==> config.mk <==
export PLATFORM = sky130hd
export DESIGN_NAME = bht_update_ctrl_flat
export DESIGN_NICKNAME = d
export VERILOG_FILES = /design/src/rtl/bht_pkg.sv /design/src/rtl/bht_update_ctrl_if.sv /design/src/rtl/bht_upd_fifo.sv /design/src/rtl/bht_update_ctrl.sv /design/src/flat_wrapper.sv
export SDC_FILE = /design/constraint.sdc
export NUM_CORES = 1
export LEC_CHECK = 0
export ABC_CLOCK_PERIOD_IN_PS = 4600
export BUFFER_PORTS_ARGS = -buffer_cell sky130_fd_sc_hd__buf_2
export CORE_MARGIN = 2
export CORE_UTILIZATION = 55
export DETAILED_ROUTE_END_ITERATION = 16
export PLACE_DENSITY = 0.77
export SYNTH_ARGS = -nofsm -noshare
export SYNTH_HDL_FRONTEND = slang
export SYNTH_SLANG_ARGS = --single-unit
export TNS_END_PERCENT = 20
==> constraint.sdc <==
create_clock -name clk -period 4.6 [get_ports clk]
set_clock_uncertainty 0.15 [all_clocks]
set_input_delay 0.69 -clock clk [delete_from_list [all_inputs] [get_ports clk]]
set_output_delay 0.69 -clock clk [all_outputs]
set_load 0.02 [all_outputs]
==> src/rtl/bht_pkg.sv <==
// Shared types and constants for the branch history cache update path.
package bht_pkg;

  localparam int PC_W        = 10;
  localparam int BHT_INDEX_W = 4;

  // One resolved branch waiting to be written into the cache.
  typedef struct packed {
    logic [PC_W-1:0] pc;
    logic            taken;
  } bht_upd_t;

  typedef enum logic [1:0] {
    IDLE  = 2'd0,
    ISSUE = 2'd1,
    FLUSH = 2'd2
  } bht_state_t;

  // Two PCs land on the same cache line when their index bits agree.
  function automatic logic same_index(input logic [BHT_INDEX_W-1:0] a,
                                      input logic [BHT_INDEX_W-1:0] b);
    return a == b;
  endfunction

endpackage

==> src/rtl/bht_update_ctrl_if.sv <==
// Execute-stage update channel: valid/ready handshake carrying one branch resolution.
interface bht_update_ctrl_if;
  import bht_pkg::*;

  logic            upd_valid;
  logic            upd_ready;
  logic [PC_W-1:0] upd_pc;
  logic            upd_taken;

  // Execute stage drives the resolution, the update controller answers with ready.
  modport master (output upd_valid, output upd_pc, output upd_taken, input upd_ready);
  modport slave  (input upd_valid, input upd_pc, input upd_taken, output upd_ready);

endinterface

==> src/rtl/bht_upd_fifo.sv <==
// Small circular FIFO of pending cache updates. Every slot is visible so the
// controller can compare all queued PCs against the fetch lookup.
module bht_upd_fifo
  import bht_pkg::*;
#(
  parameter int DEPTH = 4
) (
  input  logic                      clk,
  input  logic                      rst,
  input  logic                      clear,
  input  logic                      push,
  input  bht_upd_t                  push_data,
  input  logic                      pop,
  output bht_upd_t                  head,
  output logic                      full,
  output logic                      empty,
  output logic [$clog2(DEPTH):0]    count,
  output bht_upd_t [DEPTH-1:0]      entries,
  output logic [DEPTH-1:0]          valid
);

  localparam int PTR_W = $clog2(DEPTH);
  localparam logic [PTR_W-1:0] PTR_ONE  = PTR_W'(1);
  localparam logic [PTR_W:0]   CNT_ONE  = (PTR_W+1)'(1);
  localparam logic [PTR_W:0]   CNT_FULL = (PTR_W+1)'(DEPTH);

  bht_upd_t [DEPTH-1:0] mem;
  logic [PTR_W-1:0]     wr_ptr;
  logic [PTR_W-1:0]     rd_ptr;

  assign head    = mem[rd_ptr];
  assign entries = mem;
  assign full    = (count == CNT_FULL);
  assign empty   = (count == '0);

  // A slot is live when its distance from the head (mod DEPTH) is below the occupancy.
  always_comb begin
    valid = '0;
    for (int i = 0; i < DEPTH; i++) begin
      valid[i] = ({1'b0, PTR_W'(i) - rd_ptr} < count);
    end
  end

  // Pointer/occupancy bookkeeping; the caller never pushes when full or pops when empty.
  always_ff @(posedge clk or posedge rst) begin
    if (rst) begin
      mem    <= '0;
      wr_ptr <= '0;
      rd_ptr <= '0;
      count  <= '0;
    end else if (clear) begin
      wr_ptr <= '0;
      rd_ptr <= '0;
      count  <= '0;
    end else begin
      if (push) begin
        mem[wr_ptr] <= push_data;
        wr_ptr      <= wr_ptr + PTR_ONE;
      end
      if (pop) begin
        rd_ptr <= rd_ptr + PTR_ONE;
      end
      case ({push, pop})
        2'b10:   count <= count + CNT_ONE;
        2'b01:   count <= count - CNT_ONE;
        default: count <= count;
      endcase
    end
  end

endmodule

==> src/rtl/bht_update_ctrl.sv <==
// Sequences resolved-branch updates into the branch history cache write port,
// honouring holds and flushes, counting evictions and flagging stale lookups.
module bht_update_ctrl
  import bht_pkg::*;
#(
  parameter int DEPTH = 4,
  parameter int CNT_W = 16
) (
  input  logic                   clk,
  input  logic                   rst,
  bht_update_ctrl_if.slave       upd,
  input  logic                   hold,
  input  logic                   flush_req,
  output logic                   flush_ack,
  input  logic [PC_W-1:0]        fetch_pc,
  output logic                   lookup_stale,
  output logic                   cache_we,
  output logic [PC_W-1:0]        cache_update_pc,
  output logic                   cache_branch_taken,
  input  logic                   cache_evict,
  output logic [CNT_W-1:0]       evict_count,
  output logic [$clog2(DEPTH):0] pending
);

  localparam int PTR_W = $clog2(DEPTH);
  localparam logic [PTR_W:0]   CNT_ONE   = (PTR_W+1)'(1);
  localparam logic [CNT_W-1:0] EVICT_ONE = CNT_W'(1);
  localparam logic [CNT_W-1:0] EVICT_MAX = {CNT_W{1'b1}};

  bht_state_t           state;
  logic                 flush_prev;
  logic                 flush_rise;
  logic                 fifo_push;
  logic                 fifo_pop;
  logic                 fifo_clear;
  logic                 fifo_full;
  logic                 fifo_empty;
  logic [PTR_W:0]       fifo_count;
  bht_upd_t             push_data;
  bht_upd_t             head;
  bht_upd_t [DEPTH-1:0] entries;
  logic [DEPTH-1:0]     entry_valid;
  logic                 unused_pc_bits;

  // A held flush request must only be acted on once, so flushes are edge triggered.
  assign flush_rise = flush_req && !flush_prev;

  // Ready looks only at registered occupancy: a pop in the same cycle does not free a slot.
  assign upd.upd_ready = !rst && !fifo_full && (state != FLUSH) && !flush_req;
  assign fifo_push     = upd.upd_valid && upd.upd_ready;
  assign push_data     = '{pc: upd.upd_pc, taken: upd.upd_taken};

  assign cache_we           = (state == ISSUE) && !fifo_empty && !hold && !flush_req;
  assign fifo_pop           = cache_we;
  assign cache_update_pc    = fifo_empty ? '0 : head.pc;
  assign cache_branch_taken = fifo_empty ? 1'b0 : head.taken;

  assign fifo_clear = flush_rise && (state != FLUSH);
  assign pending    = fifo_count;

  // Upper fetch PC bits do not select a cache line, so they never join the compare.
  assign unused_pc_bits = ^fetch_pc[PC_W-1:BHT_INDEX_W];

  bht_upd_fifo #(
    .DEPTH (DEPTH)
  ) u_fifo (
    .clk       (clk),
    .rst       (rst),
    .clear     (fifo_clear),
    .push      (fifo_push),
    .push_data (push_data),
    .pop       (fifo_pop),
    .head      (head),
    .full      (fifo_full),
    .empty     (fifo_empty),
    .count     (fifo_count),
    .entries   (entries),
    .valid     (entry_valid)
  );

  // Any live queued update (including the one being written now) on the same line makes the lookup stale.
  always_comb begin
    lookup_stale = 1'b0;
    for (int i = 0; i < DEPTH; i++) begin
      if (entry_valid[i] &&
          same_index(entries[i].pc[BHT_INDEX_W-1:0], fetch_pc[BHT_INDEX_W-1:0])) begin
        lookup_stale = 1'b1;
      end
    end
  end

  // Controller FSM; flush_ack is registered so it lands in the single FLUSH cycle.
  always_ff @(posedge clk or posedge rst) begin
    if (rst) begin
      state      <= IDLE;
      flush_prev <= 1'b0;
      flush_ack  <= 1'b0;
    end else begin
      flush_prev <= flush_req;
      flush_ack  <= 1'b0;
      case (state)
        IDLE: begin
          if (flush_rise) begin
            state     <= FLUSH;
            flush_ack <= 1'b1;
          end else if (fifo_push) begin
            state <= ISSUE;
          end
        end
        ISSUE: begin
          if (flush_rise) begin
            state     <= FLUSH;
            flush_ack <= 1'b1;
          end else if (fifo_pop && !fifo_push && (fifo_count == CNT_ONE)) begin
            state <= IDLE;
          end
        end
        FLUSH: begin
          state <= IDLE;
        end
        default: begin
          state <= IDLE;
        end
      endcase
    end
  end

  // Saturating count of writes the cache reported as tag misses.
  always_ff @(posedge clk or posedge rst) begin
    if (rst) begin
      evict_count <= '0;
    end else if (cache_we && cache_evict && (evict_count != EVICT_MAX)) begin
      evict_count <= evict_count + EVICT_ONE;
    end
  end

endmodule

==> src/flat_wrapper.sv <==
// flat-port wrapper written by rule: the top's interface ports become plain ports
module bht_update_ctrl_flat import bht_pkg::*;
#(
  parameter int DEPTH = 4,
  parameter int CNT_W = 16
)
  (clk, rst, hold, flush_req, flush_ack, fetch_pc, lookup_stale, cache_we, cache_update_pc, cache_branch_taken, cache_evict, evict_count, pending, upd_upd_valid, upd_upd_pc, upd_upd_taken, upd_upd_ready);
  bht_update_ctrl_if upd_i ();
  input  logic clk;
  input  logic rst;
  input  logic hold;
  input  logic flush_req;
  output logic flush_ack;
  input  logic [PC_W-1:0] fetch_pc;
  output logic lookup_stale;
  output logic cache_we;
  output logic [PC_W-1:0] cache_update_pc;
  output logic cache_branch_taken;
  input  logic cache_evict;
  output logic [CNT_W-1:0] evict_count;
  output logic [$clog2(DEPTH):0] pending;
  input wire logic [$bits(upd_i.upd_valid)-1:0] upd_upd_valid;
  input wire logic [$bits(upd_i.upd_pc)-1:0] upd_upd_pc;
  input wire logic [$bits(upd_i.upd_taken)-1:0] upd_upd_taken;
  output wire logic [$bits(upd_i.upd_ready)-1:0] upd_upd_ready;
  assign upd_i.upd_valid = upd_upd_valid;
  assign upd_i.upd_pc = upd_upd_pc;
  assign upd_i.upd_taken = upd_upd_taken;
  assign upd_upd_ready = upd_i.upd_ready;
  bht_update_ctrl #(.DEPTH(DEPTH), .CNT_W(CNT_W)) u_core (.clk(clk), .rst(rst), .upd(upd_i), .hold(hold), .flush_req(flush_req), .flush_ack(flush_ack), .fetch_pc(fetch_pc), .lookup_stale(lookup_stale), .cache_we(cache_we), .cache_update_pc(cache_update_pc), .cache_branch_taken(cache_branch_taken), .cache_evict(cache_evict), .evict_count(evict_count), .pending(pending));
endmodule
======== Word level (Yosys, flattened, before mapping) ========
Index checks and enable logic that the tools add are counted.
W data, S select, Z words.
word-level totals
  bits in registers ....................... 71
  bits of input ports ..................... 27
  output and inout bits ................... 34
  word-level logic and storage cells ...... 102
cells by class
  $add $sub $neg .......................... 9
  order comparisons ....................... 7
  equality and inequality tests ........... 13
  mux-type cells .......................... 24
  bitwise operators ....................... 1
  reductions and logical operators ........ 33
operator list
  kind                     count
  $bwmux W44               1
  $bmux W11 S2             1
  $demux W11 S2            1
  $mux W11                 2
  $logic_and A1 B1 Y1      18
  $add A16 B1 Y16 const B  1
  $eq A4 B4 Y1             4
  $mux W2                  8
  $ne A16 B16 Y1 const B   1
  $lt A2 B3 Y1             4
  $mux W10                 1
  $logic_not A1 Y1         7
  $mux W1                  7
  $lt A2 B3 Y1 const B     2
  $pmux W3 S2              1
  $add A2 B1 Y2 const B    2
  $eq A2 B1 Y1 const B     2
  $pmux W2 S2              1
  $reduce_and A2 Y1        2
  $reduce_bool A2 Y1       2
  $sub A1 B2 Y2 const A    2
  $sub A2 B2 Y2 const A    2
  $add A3 B1 Y3 const B    1
  $eq A3 B1 Y1 const B     1
  13 further kinds         13

======== Depth between registers and ports, before layout ========
Gate-level depths: netlist of the first run.
  depth after elaboration ................. 12
  gate-level depth with buffers ........... 10
  mapped depth without buffers ............ 9

======== Hierarchy ========
A second synthesis of the first run with hierarchy kept.
second synthesis, totals
  cells, all modules ...................... 301
  area, all modules ....................... 3948.8 um2
modules (own cells, without submodules)
  module           instances  cells each  area an instance (um2)  seq. area each (um2)
  bht_upd_fifo     1          169         2663.8                  1276.2
  bht_update_ctrl  1          132         1285.0                  500.5

======== Worst setup path before layout of the first run ========
Ideal clock, no wire load.
  path type ............................... register to output
  start ................................... register u_core.u_fifo.rd_ptr[0]
  end ..................................... output lookup_stale
  arrival time ............................ 1787 ps
  required time ........................... 3760 ps
  path slack .............................. 1973 ps
  stages on the path, launching flop included .. 9
  path buffers ............................ 2
  cells stage by stage .................... dfrtp_1 -> buf_2 -> buf_1 -> xor2_1 -> inv_1 -> ha_1 -> a21oi_1 -> o21ai_0 -> nand4_1
on the way
  cells in the longest elaborated chain, start to end .. 7
  elaborated cells between the ends (all ways) .. 16
  those cells by class .................... add/sub: 4; order compare: 4; mux: 4; reduce/logical: 4
RTL lines
  element                 RTL line               source
  from (decl)             bht_upd_fifo.sv:29     logic [PTR_W-1:0] rd_ptr;
  from (signal assigned)  bht_upd_fifo.sv:61     rd_ptr <= rd_ptr + PTR_ONE;
  $sub A1 B2 Y2           bht_upd_fifo.sv:40     valid[i] = ({1'b0, PTR_W'(i) - rd_ptr} < count);
  $lt A2 B3 Y1            bht_upd_fifo.sv:40
  $logic_and A1 B1 Y1     bht_update_ctrl.sv:85  if (entry_valid[i] &&
  $mux W1 (3 in series)   bht_update_ctrl.sv:85
  $mux W1 *               bht_update_ctrl.sv:85
  to (decl)               flat_wrapper.sv:15     output logic lookup_stale;
Mark *: on every way between the ends. The rest lies on a longest branch, timed or not.

======== Worst setup path in the final report of the first run ========
Same ends and word-level chain as after synthesis.

==> impl_results.md, run 1 <==
* Status: completed
* Final WL at 7.48 mm
* I/O Buffers at 54
* Final nets at 392
* P_leak at 0.00214 uW
* WL/cell at 17.2 um
* Syn Inst Count at 295
* Peak VDD IR at 0.218 mV
* Gpl congestion at 0.810
* Top_reg_cell synth: dfrtp_1
* HP Class: register to register
* Post-route ant nets at 0
* Synth Cell Area at 3780 um2
* Synthesized flop and latch total at 71
* Vias post-DR at 2472
* Layout area overhead at 14.9%
* Total gr overflow at 0
* Core Area at 6720 um2
* Critical Path Fanout Max at 17
* Headroom to the max-slew limit at 37.0%
* Max_cap viols at 0
* Clock Latency Late Sink at 0.34 ns
* CP max stage delay at 0.91 ns
* Crit end category: primary output
* Num CTS Buffers at 9
* Share of cells above drive strength 1 at 39.9%
* Synth async-reset ratio at 100%
* Clock Tree Buf Depth at 2
* DIE WIDTH at 86.9 um
* Final Setup Violations at 0
* Power Dens Cells at 471 nW/um2
* # DRC at 0
* Max Slew Vio Count at 0
* Layout fillers at 503
* Ant diodes at 0
* Fin Hold WS at 0.353 ns
* RSZ-0062 raised after global routing: no
* Yosys synthesis warning count at 0
* # clock sinks at 71
* Largest net degree at the start of global routing at 45
* Tcrit/Tclk final at 70.0%
* CP max stage cell: dfrtp_1
* Hold_buf cts at 0
* Post-synthesis net count at 336
* Netlist cell types at 41
* DIE HEIGHT at 86.9 um
* Initial antenna violation count at 0
* Die ar. at 7560 um2
* Routed vias/inst at 5.67
* DRT Pass-1 Iters at 4
* CTS resizes at 0
* Post-DP HPWL at 5.04 mm
* Clock Pin Slew Worst Setup and Hold Paths at 0.08 ns
* Crit path cell chain: xor2_1 > inv_1 > ha_1 > a21oi_1 > o21ai_0 > nand4_1 > buf_2
* Mean Syn Cell Area at 12.8 um2
* Postcts setup bufs at 0
* Final hold vios at 0
* Post-Route Setup TNS at 0 ns
* Post-synth EDFFs at 0
* Vias in the first global route at 2527
* Worst Path Class, Setup: register to primary output
* # rows at 30
* H-tree Lvls at 3
* Worst Tran Pin Value at 0.944 ns
* Ports at 61
* Critical Path AT at 2.38 ns
* Fmax at 311 MHz
* CTS tree: done
* First-pass GRT wire length at 12.4 mm
* WP data required at 3.76 ns
* Final Critical Period at 3.22 ns
* Global Route Usage Sum at 21.5%
* Initial DRC count at 116
* Initial Util at 56.3%
* Startpoint types: register
* Register area share after synthesis at 47.0%
* Clock root buffer: clkbuf_8
state kept, by name, summed over array words and instances, names as in the netlist:
name,cells
u_core.flush_ack,1
u_core.u_fifo.entries,44
u_core.u_fifo.count,3
u_core.u_fifo.wr_ptr,2
u_core.flush_prev,1
u_core.evict_count,16
u_core.state,2
u_core.u_fifo.rd_ptr,2
cells by family (layout without fill, tap and decap cells):
| logic type | count (synthesis) | in the layout | synth area share (%) |
|---|---|---|---|
| and+or+nand+nor | 79 | 79 | 14.8 |
| muxes | 59 | 59 | 20.8 |
| adders and majority gates | 14 | 14 | 4.63 |
| buffers and inverters | 21 | 82 | 2.31 |
| DFF | 71 | 71 | 47.0 |
| AOI/OAI and AO/OA | 17 | 17 | 2.61 |
| xor gates and xnor gates | 34 | 34 | 7.87 |
stage by stage:
step	total power (uW)	std cells	setup WS, ns	instance area (um2)	util [%]
2_1_floorplan	1320	295	1.96	3780	-
3_3_place_gp	1450	420	1.80	4120	61.2
3_5_place_dp	1480	420	1.76	4120	61.2
4_1_cts	2060	436	1.38	4350	64.7
5_1_grt	2160	436	1.25	4350	64.7
6_report	2050	436	1.38	4350	64.7
final cells by class:
| type | count | area (um2) | area share (%) |
|---|---|---|---|
| multi-input combinational | 203 | 1920 | 44.2 |
| sequential | 71 | 1780 | 40.9 |
| timing repair buffer | 55 | 278 | 6.39 |
| clock buffer | 11 | 151 | 3.48 |
| tap | 80 | 100 | 2.30 |
| clock inverter | 5 | 80.1 | 1.84 |
| inverter | 11 | 41.3 | 0.950 |
cells in the final DEF (no fill, tap or decap), types with 4 or more instances in the layout:
master	count
a21oi_1	7
and2_1	12
and3_1	4
buf_2	54
clkbuf_8	11
dfrtp_1	71
ha_1	14
inv_1	10
mux2_2	44
mux4_2	11
nand2_1	9
nand2b_1	4
nand3_1	5
nor2_1	9
nor3_1	5
nor4_1	5
nor4_2	4
o21ai_0	6
xor2_1	32
synthesized netlist by cell type (3+ instances only):
| cell type | count | area share [%] |
|---|---|---|
| dfrtp_1 | 71 | 47 |
| mux2_2 | 44 | 13 |
| xor2_1 | 32 | 7.4 |
| ha_1 | 14 | 4.6 |
| and2_1 | 12 | 2.0 |
| inv_1 | 11 | 1.1 |
| mux4_2 | 11 | 6.5 |
| nand2_1 | 9 | 0.89 |
| nor2_1 | 9 | 0.89 |
| a21oi_1 | 7 | 0.93 |
| buf_2 | 7 | 0.93 |
| o21ai_0 | 6 | 0.79 |
| nand3_1 | 5 | 0.66 |
| nor3_1 | 5 | 0.66 |
| nor4_1 | 5 | 0.83 |
| and3_1 | 4 | 0.66 |
| nand2b_1 | 4 | 0.66 |
| nor4_2 | 4 | 1.3 |
| mux2i_1 | 3 | 0.79 |
| nand4_1 | 3 | 0.50 |
| nor3b_1 | 3 | 0.60 |
worst max-delay path: cells and delay by family, from the launching register on:
kind	cells	cell delay (ns)
simple gates	1	0.12
fa+ha+maj	1	0.28
xor+xnor	1	0.24
compound gates	2	0.24
flops	1	0.91
buf+inv	2	0.24
per-layer routing:
| layer | routed length [um] | GRT usage, % | share of wire, % | up-vias |
|---|---|---|---|---|
| met2 | 3650 | 33.9 | 49 | 51 |
| met5 | 0 | 0 | 0 | - |
| met3 | 223 | 4.17 | 3.0 | 14 |
| li1 | - | - | - | 1175 |
| met1 | 3480 | 29.4 | 47 | 1232 |
| met4 | 125 | 8.52 | 1.7 | 0 |
worst paths after layout:
check	to	from	cells after the start	slack [ns]
max	lookup_stale	u_core.u_fifo.rd_ptr[0]	7	1.38
min	u_core.u_fifo.entries[18]	u_core.u_fifo.entries[18]	1	0.35
max reg2reg	u_core.u_fifo.count[2]	u_core.u_fifo.count[0]	8	1.86
min reg2reg	u_core.u_fifo.entries[18]	u_core.u_fifo.entries[18]	1	0.35
max in group asynchronous	u_core.u_fifo.entries[40]	rst	3	2.97
min in group asynchronous	u_core.flush_ack	rst	2	0.41
power breakdown:
| group | total, uW | internal (uW) | switching, uW |
|---|---|---|---|
| Clock | 572 | 334 | 238 |
| Sequential | 915 | 790 | 124 |
| Combinational | 561 | 298 | 263 |
Power figures use the tool's default switching activity.
==> run 2: changes to the inputs <==
--- a/config.mk
+++ b/config.mk
@@ -5,12 +5,12 @@
 export SDC_FILE = /design/constraint.sdc
 export NUM_CORES = 1
 export LEC_CHECK = 0
-export ABC_CLOCK_PERIOD_IN_PS = 4600
+export ABC_CLOCK_PERIOD_IN_PS = 2640
 export BUFFER_PORTS_ARGS = -buffer_cell sky130_fd_sc_hd__buf_2
 export CORE_MARGIN = 2
-export CORE_UTILIZATION = 55
+export CORE_UTILIZATION = 51
 export DETAILED_ROUTE_END_ITERATION = 16
-export PLACE_DENSITY = 0.77
+export PLACE_DENSITY = 0.75
 export SYNTH_ARGS = -nofsm -noshare
 export SYNTH_HDL_FRONTEND = slang
 export SYNTH_SLANG_ARGS = --single-unit
==> constraint.sdc (replaced) <==
create_clock -name clk -period 2.64 [get_ports clk]
set_clock_uncertainty 0.15 [all_clocks]
set_input_delay 0.396 -clock clk [delete_from_list [all_inputs] [get_ports clk]]
set_output_delay 0.396 -clock clk [all_outputs]
set_load 0.02 [all_outputs]
==> run 2 against run 1 <==
Sequential cell count stayed put. First-iteration DRC count is 47% higher. Worst hold slack worse by 0.26 ns.
==> impl_results.md, run 2 (same netlist as run 1, synthesis figures left out) <==
* HP Class: input port to register (was register to register)
* Num CTS Buffers at 9 (unchanged)
* Largest net degree at the start of global routing at 47 (was 45)
* Die ar. at 8120 um2 (was 7560 um2)
* DRT Pass-1 Iters at 4 (unchanged)
* Power Dens Cells at 793 nW/um2 (was 471 nW/um2)
* WP data required at 2.09 ns (was 3.76 ns)
* # rows at 31 (was 30)
* Post-route cell area at 4480 um2 (was 4350 um2)
* Headroom to the max-slew limit at 61.1% (was 37.0%)
* Most frequent cells in the layout: 70 x dfrtp_1, 54 x buf_2, 44 x mux2_2 (was 71 x dfrtp_1, 54 x buf_2, 44 x mux2_2)
* Sequential Power Share at 44.4% (was 44.7%)
* Hold path start: flush_req (was u_core.u_fifo.entries[18])
* Global Route Usage Sum at 19.7% (was 21.5%)
* DIE HEIGHT at 90.1 um (was 86.9 um)
* Int Power at 2460 uW (was 1420 uW)
* Total gr overflow at 0 (unchanged)
* Final Critical Period at 2.44 ns
* Clock Pin Slew Worst Setup and Hold Paths at 0.08 ns (about the same)
* Final hold vios at 0 (unchanged)
* CP top delay family: multiplexers (was flip-flops)
* R2r setup slk at 0.58 ns (was 1.86 ns)
* Post-route ant nets at 0 (unchanged)
* Final WL at 7.49 mm (was 7.48 mm)
* Post-Route Setup TNS at 0 ns (unchanged)
* Vias post-DR at 2536 (was 2472)
* Status: completed (unchanged)
* Crit end category: primary output (unchanged)
* Vias in the first global route at 2574 (was 2527)
* Share of cells above drive strength 1 at 41.8% (was 39.9%)
* Clk pwr share at 26.8% (was 27.9%)
* Worst r2r path cells at 5 (was 8)
* Psw at 1090 uW (was 626 uW)
* CP max stage delay at 0.54 ns (was 0.91 ns)
* Most used routing layer: met2 (unchanged)
* Initial antenna violation count at 0 (unchanged)
* Final nets at 404 (was 392)
* CP max stage cell: mux4_2 (was dfrtp_1)
* Final Setup Violations at 0 (unchanged)
* Max reg flops at 44 (unchanged)
* Switching power share of the total at 30.7% (was 30.6%)
* Reg-to-reg startpoint: u_core.evict_count[0] (was u_core.u_fifo.count[0])
* GR Util met1 at 27.1% (was 29.4%)
* Ant diodes at 0 (unchanged)
* # clock sinks at 71 (unchanged)
* Fmax at 410 MHz
* H-tree Lvls at 3 (unchanged)
* First-pass GRT wire length at 12.7 mm (was 12.4 mm)
* I/O Buffers at 54 (unchanged)
* WL/cell at 16.0 um (was 17.2 um)
* # DRC at 0 (unchanged)
* Clock Latency Late Sink at 0.34 ns (about the same)
* Combinational Power Share at 28.8% (was 27.4%)
* Post-DP HPWL at 5.20 mm (was 5.04 mm)
* Postcts setup bufs at 0 (unchanged)
* Post-DP Area at 4250 um2 (was 4120 um2)
* Ports at 61 (unchanged)
* Routed vias/inst at 5.43 (was 5.67)
* Layout area overhead at 18.4% (was 14.9%)
* Worst Path Class, Setup: register to primary output (unchanged)
* Tcrit/Tclk final at 92.4%
* Crit path cell chain: buf_4 > mux4_2 > and2_1 > buf_2 (was xor2_1 > inv_1 > ha_1 > a21oi_1 > o21ai_0 > nand4_1 > buf_2)
* Launch point of the worst path: u_core.u_fifo.rd_ptr[1] (was u_core.u_fifo.rd_ptr[0])
* Clock root buffer: clkbuf_8 (unchanged)
* Peak VDD IR at 0.365 mV (was 0.218 mV)
* Worst path depth at 4 (was 7)
* Max_cap viols at 0 (unchanged)
* Commonest non-fill, non-tap cell in the layout: dfrtp_1 (unchanged)
* Global routing usage on met2 at 31.3% (was 33.9%)
* DIE WIDTH at 90.1 um (was 86.9 um)
* Startpoint types: register (unchanged)
* Initial Util at 52.4% (was 56.3%)
* P_leak at 0.00219 uW (was 0.00214 uW)
* CTS tree: done (unchanged)
* Initial DRC count at 171 (was 116)
* Gpl congestion at 0.832 (was 0.810)
* Critical Path Fanout Max at 12 (was 17)
* Hold path cells at 1 (unchanged)
* Max Slew Vio Count at 0 (unchanged)
* Clock Tree Buf Depth at 2 (unchanged)
* Crit path buf inv count at 2 (unchanged)
* Critical Path AT at 1.89 ns (was 2.38 ns)
* RSZ-0062 raised after global routing: no (unchanged)
* Core Area at 7210 um2 (was 6720 um2)
* Worst Tran Pin Value at 0.579 ns (was 0.944 ns)
* Grt met3 use at 3.60% (was 4.17%)
[run 2: changes by cell type in the layout (fill, tap and decap cells not counted)]
| cell | change |
|---|---|
| dlygate4sd3_1 | +1 |
| clkinvlp_4 | +1 |
| dfrtp_2 | +1 |
| inv_6 | +1 |
| buf_12 | +2 |
| buf_4 | +9 |
| clkbuf_8 | -2 |
| dfrtp_1 | -1 |
[run 2: path summary, 6_finish.rpt]
check / to
setup / recovery: cache_update_pc[6]
hold / removal: u_core.flush_prev
setup reg to reg: u_core.evict_count[1]
hold reg to reg: u_core.u_fifo.entries[33]
max in group asynchronous: u_core.u_fifo.entries[22]
min in group asynchronous: u_core.evict_count[0]
[run 2: per-stage QoR]
stage | hold slack, ns | util, % | power [uW] | worst slack (ns) | cells
finish | 0.0895 | 62.1 | 3550 | 0.201 | 467
global route | 0.0774 | 62.1 | 3770 | 0.0654 | 467
CTS | 0.0779 | 62.1 | 3580 | 0.0889 | 467
detailed placement | 0.340 | 58.9 | 2620 | 0.473 | 450
global placement | 0.332 | 58.9 | 2560 | 0.508 | 450
floorplan | 0.277 | - | 2300 | 0.203 | 295
[run 2: power by group through the flow]
stage	combinational [uW]	clock (uW)	sequential, uW
floorplan	739	0	1560
global placement	996	0	1570
detailed placement	1030	0	1590
CTS	1040	973	1570
global route	1130	1030	1610
finish	1020	953	1580
[run 2: area by class of cell]
cell class	instances	area [um2]
fillers	615	2740
multi-input cells	203	1920
flip-flops and latches	71	1780
repair buffers	67	395
clock buffers	9	124
well taps	99	124
clock inverters	7	96.3
inverters	11	41.3
[run 2: routing by layer]
layer	wire, um	part of all wire [%]
met4	83	1.1
met1	3380	45
met3	258	3.4
met5	0	0
met2	3770	50
[run 2: what timing repair did]
action / CTS / global route
gates resized for setup: 0 / 1
endpoints found under the hold margin: 25 / 0
hold buffers: 1 / 0
setup endpoints to repair: 0 / 1
==> run 3: changes to the inputs <==
--- a/config.mk
+++ b/config.mk
@@ -6,12 +6,13 @@
 export NUM_CORES = 1
 export LEC_CHECK = 0
 export ABC_CLOCK_PERIOD_IN_PS = 2640
-export BUFFER_PORTS_ARGS = -buffer_cell sky130_fd_sc_hd__buf_2
+export BUFFER_PORTS_ARGS = -buffer_cell sky130_fd_sc_hd__buf_4
 export CORE_MARGIN = 2
 export CORE_UTILIZATION = 51
 export DETAILED_ROUTE_END_ITERATION = 16
 export PLACE_DENSITY = 0.75
 export SYNTH_ARGS = -nofsm -noshare
 export SYNTH_HDL_FRONTEND = slang
+export SYNTH_HIERARCHICAL = 1
 export SYNTH_SLANG_ARGS = --single-unit
 export TNS_END_PERCENT = 20
==> run 3 against run 2 <==
Non-clock buffer count rose by 1. Utilization fell by 0.064 points. Global-route usage rose by 0.16 points. Worst setup slack got worse by 0.095 ns. Critical endpoint is now cache_we.
==> impl_results.md, run 3 <==
* Vias post-DR at 2495 (was 2536)
* Clock Tree Buf Depth at 2 (unchanged)
* Power Dens Cells at 718 nW/um2 (was 793 nW/um2)
* Final Setup Violations at 0 (unchanged)
* # rows at 32 (was 31)
* DP Worst Slack at 0.152 ns (was 0.473 ns)
* Largest net degree at the start of global routing at 42 (was 47)
* Register area share after synthesis at 45.0% (was 47.0%)
* Most frequent cell after synthesis: dfrtp_1 (unchanged)
* Largest area contributor in the netlist: dfrtp_1 (unchanged)
* Share of cells above drive strength 1 at 45.3% (was 41.8%)
* Synth area leaders: dfrtp_1 45%, mux2_4 15%, mux4_2 6.3% (was dfrtp_1 47%, mux2_2 13%, xor2_1 7.4%)
* WP data required at 2.09 ns (about the same)
* Netlist cell types at 44 (was 41)
* Worst Tran Pin Value at 0.859 ns (was 0.579 ns)
* Max reg flops at 44 (unchanged)
* Commonest non-fill, non-tap cell in the layout: dfrtp_1 (unchanged)
* Ant diodes at 0 (unchanged)
* Final WL at 7.78 mm (was 7.49 mm)
* Clock Pin Slew Worst Setup and Hold Paths at 0.08 ns (about the same)
* DIE WIDTH at 92.0 um (was 90.1 um)
* Final hold vios at 0 (unchanged)
* Syn Inst Count at 301 (was 295)
* WL/cell at 16.4 um (was 16.0 um)
* Status: completed (unchanged)
* Layout fillers at 608 (was 615)
* Layout area overhead at 19.5% (was 18.4%)
* Most numerous cell on the critical path: buf_4
* Fmax at 395 MHz (was 410 MHz)
* Mean Syn Cell Area at 13.1 um2 (was 12.8 um2)
* Critical Path AT at 1.99 ns (was 1.89 ns)
* RSZ-0062 raised after global routing: no (unchanged)
* DRT Pass-1 Iters at 4 (unchanged)
* Synth Cell Area at 3950 um2 (was 3780 um2)
* H-tree Lvls at 3 (unchanged)
* Final core occ at 62.0% (was 62.1%)
* Post-DP Area at 4510 um2 (was 4250 um2)
* Vias in the first global route at 2574 (unchanged)
* Critical Path Fanout Max at 10 (was 12)
* Synthesized flop and latch total at 71 (unchanged)
* Startpoint types: register (unchanged)
* Final nets at 405 (was 404)
* Most frequent cells in the layout: 68 x dfrtp_1, 67 x buf_4, 40 x mux2_4 (was 70 x dfrtp_1, 54 x buf_2, 44 x mux2_2)
* Tcrit/Tclk final at 96.0% (was 92.4%)
* P_leak at 0.00237 uW (was 0.00219 uW)
* CP max stage delay at 0.67 ns (was 0.54 ns)
* Ports at 61 (unchanged)
* Max Slew Vio Count at 0 (unchanged)
* Yosys synthesis warning count at 6 (was 0)
* Post-route cell area at 4720 um2 (was 4480 um2)
* Most instantiated cells after synthesis: 71 x dfrtp_1, 40 x mux2_4, 25 x xor2_1, 13 x nand2_1, 13 x nor2b_1 (was 71 x dfrtp_1, 44 x mux2_2, 32 x xor2_1, 14 x ha_1, 12 x and2_1)
* Clock root buffer: clkbuf_8 (unchanged)
* Total gr overflow at 0 (unchanged)
* Worst setup margin at 0.106 ns (was 0.201 ns)
* Num CTS Buffers at 9 (unchanged)
* DIE HEIGHT at 92.0 um (was 90.1 um)
* Initial DRC count at 103 (was 171)
* Synth async-reset ratio at 100% (unchanged)
* Clock Latency Late Sink at 0.35 ns (was 0.34 ns)
* Post-DP HPWL at 5.39 mm (was 5.20 mm)
* Headroom to the max-slew limit at 42.6% (was 61.1%)
* Crit end category: primary output (unchanged)
* Gpl congestion at 0.784 (was 0.832)
* Post-route ant nets at 0 (unchanged)
* Peak VDD IR at 0.399 mV (was 0.365 mV)
* Post-synthesis net count at 338 (was 336)
* I/O Buffers at 54 (unchanged)
* CP max stage cell: or4b_2 (was mux4_2)
* Placed Cells at 456 (was 450)
* Post-route insts no fill at 475 (was 467)
* Post-synth EDFFs at 0 (unchanged)
* Worst Path Class, Setup: register to primary output (unchanged)
* Top_reg_cell synth: dfrtp_1 (unchanged)
* # DRC at 0 (unchanged)
* Max_cap viols at 0 (unchanged)
* Hold_buf cts at 0 (was 1)
* Die ar. at 8460 um2 (was 8120 um2)
* Global Route Usage Sum at 19.8% (was 19.7%)
* Crit path buf inv count at 2 (unchanged)
* Core Area at 7610 um2 (was 7210 um2)
* Share of Yosys cell area claimed by the top area cell type at 45.0% (was 47.0%)
* CP top delay family: simple AND/OR/NAND/NOR gates (was multiplexers)
* CTS tree: done (unchanged)
* Crit path cell chain: nor3_2 > or4b_2 > nor2_4 > buf_4 > buf_4 (was buf_4 > mux4_2 > and2_1 > buf_2)
* # clock sinks at 71 (unchanged)
* Routed vias/inst at 5.25 (was 5.43)
* HP Class: input port to async pin (was input port to register)
* Final Critical Period at 2.53 ns (was 2.44 ns)
* Initial antenna violation count at 0 (unchanged)
* First-pass GRT wire length at 12.8 mm (was 12.7 mm)
* Initial Util at 51.9% (was 52.4%)
* Total power at 3390 uW (was 3550 uW)
[run 3: cell count changes in the layout (fill, tap and decap cells not counted), sizes merged, moves of 3 or more]
cell / delta
o21ai: -5
xnor2: +9
and2: -10
a211oi: +3
nor2b: +13
inv: -3
nand2: +8
nor4: -5
nor3: +6
ha: -5
xor2: -7
clkinv: +4
[run 3: layout make-up]
type	count	area, um2	share of cell area (%)
clock buffers	10	138	2.92
clock inverters	6	36.3	0.769
inverters	9	33.8	0.716
multi-input cells	209	2090	44.2
flip-flops and latches	71	1780	37.7
well taps	102	128	2.71
repair buffers	68	514	10.9
[run 3: logic make-up after synthesis]
kind of cell / Yosys count / share of synthesized area (%)
AO/OA/AOI/OAI: 13 / 2.03
AND/OR/NAND/NOR: 92 / 14.4
buffers and inverters: 21 / 3.77
flip-flops: 71 / 45.0
multiplexers: 58 / 23.4
adder cells (fa/ha/maj): 10 / 3.36
XOR/XNOR: 36 / 7.98
[run 3: routing by layer]
layer	wire length (um)	global-route usage [%]
met4	65	5.35
met5	0	0
met1	3510	26.7
met3	274	6.49
met2	3930	31.2
[run 3: final timing paths]
check                           slack [ns]                        end  depth (start not counted)                    from
worst max-delay path                  0.11                   cache_we                          5  u_core/u_fifo/count[2]
worst min-delay path                  0.07      u_core/evict_count[5]                          2                     rst
worst max register to register        0.17     u_core/u_fifo/count[2]                          9  u_core/u_fifo/count[2]
worst min register to register        0.34     u_core/evict_count[15]                          1  u_core/evict_count[15]
max in group asynchronous             1.58  u_core/u_fifo/entries[26]                          3                     rst
min in group clk                      0.08          u_core/flush_prev                          1               flush_req
[run 3: report_power, final]
part           switching (uW)  internal (uW)  total, uW  leakage, uW
clock network             412            361        773    0.0000918
logic                     424            660       1080      0.00134
registers                 199           1330       1530     0.000939
total                    1030           2350       3390      0.00237
[run 3: stage by stage]
step	hold slack [ns]	setup TNS (ns)
finish	0.0670	0
global route	0.0611	0
CTS	0.0626	0
detailed placement	0.337	0
global placement	0.327	0
floorplan	0.210	-0.0184
[run 3: repair_timing]
item	CTS	global route
setup endpoints to repair	0	2
buffers inserted	0	3
resized for setup	0	3
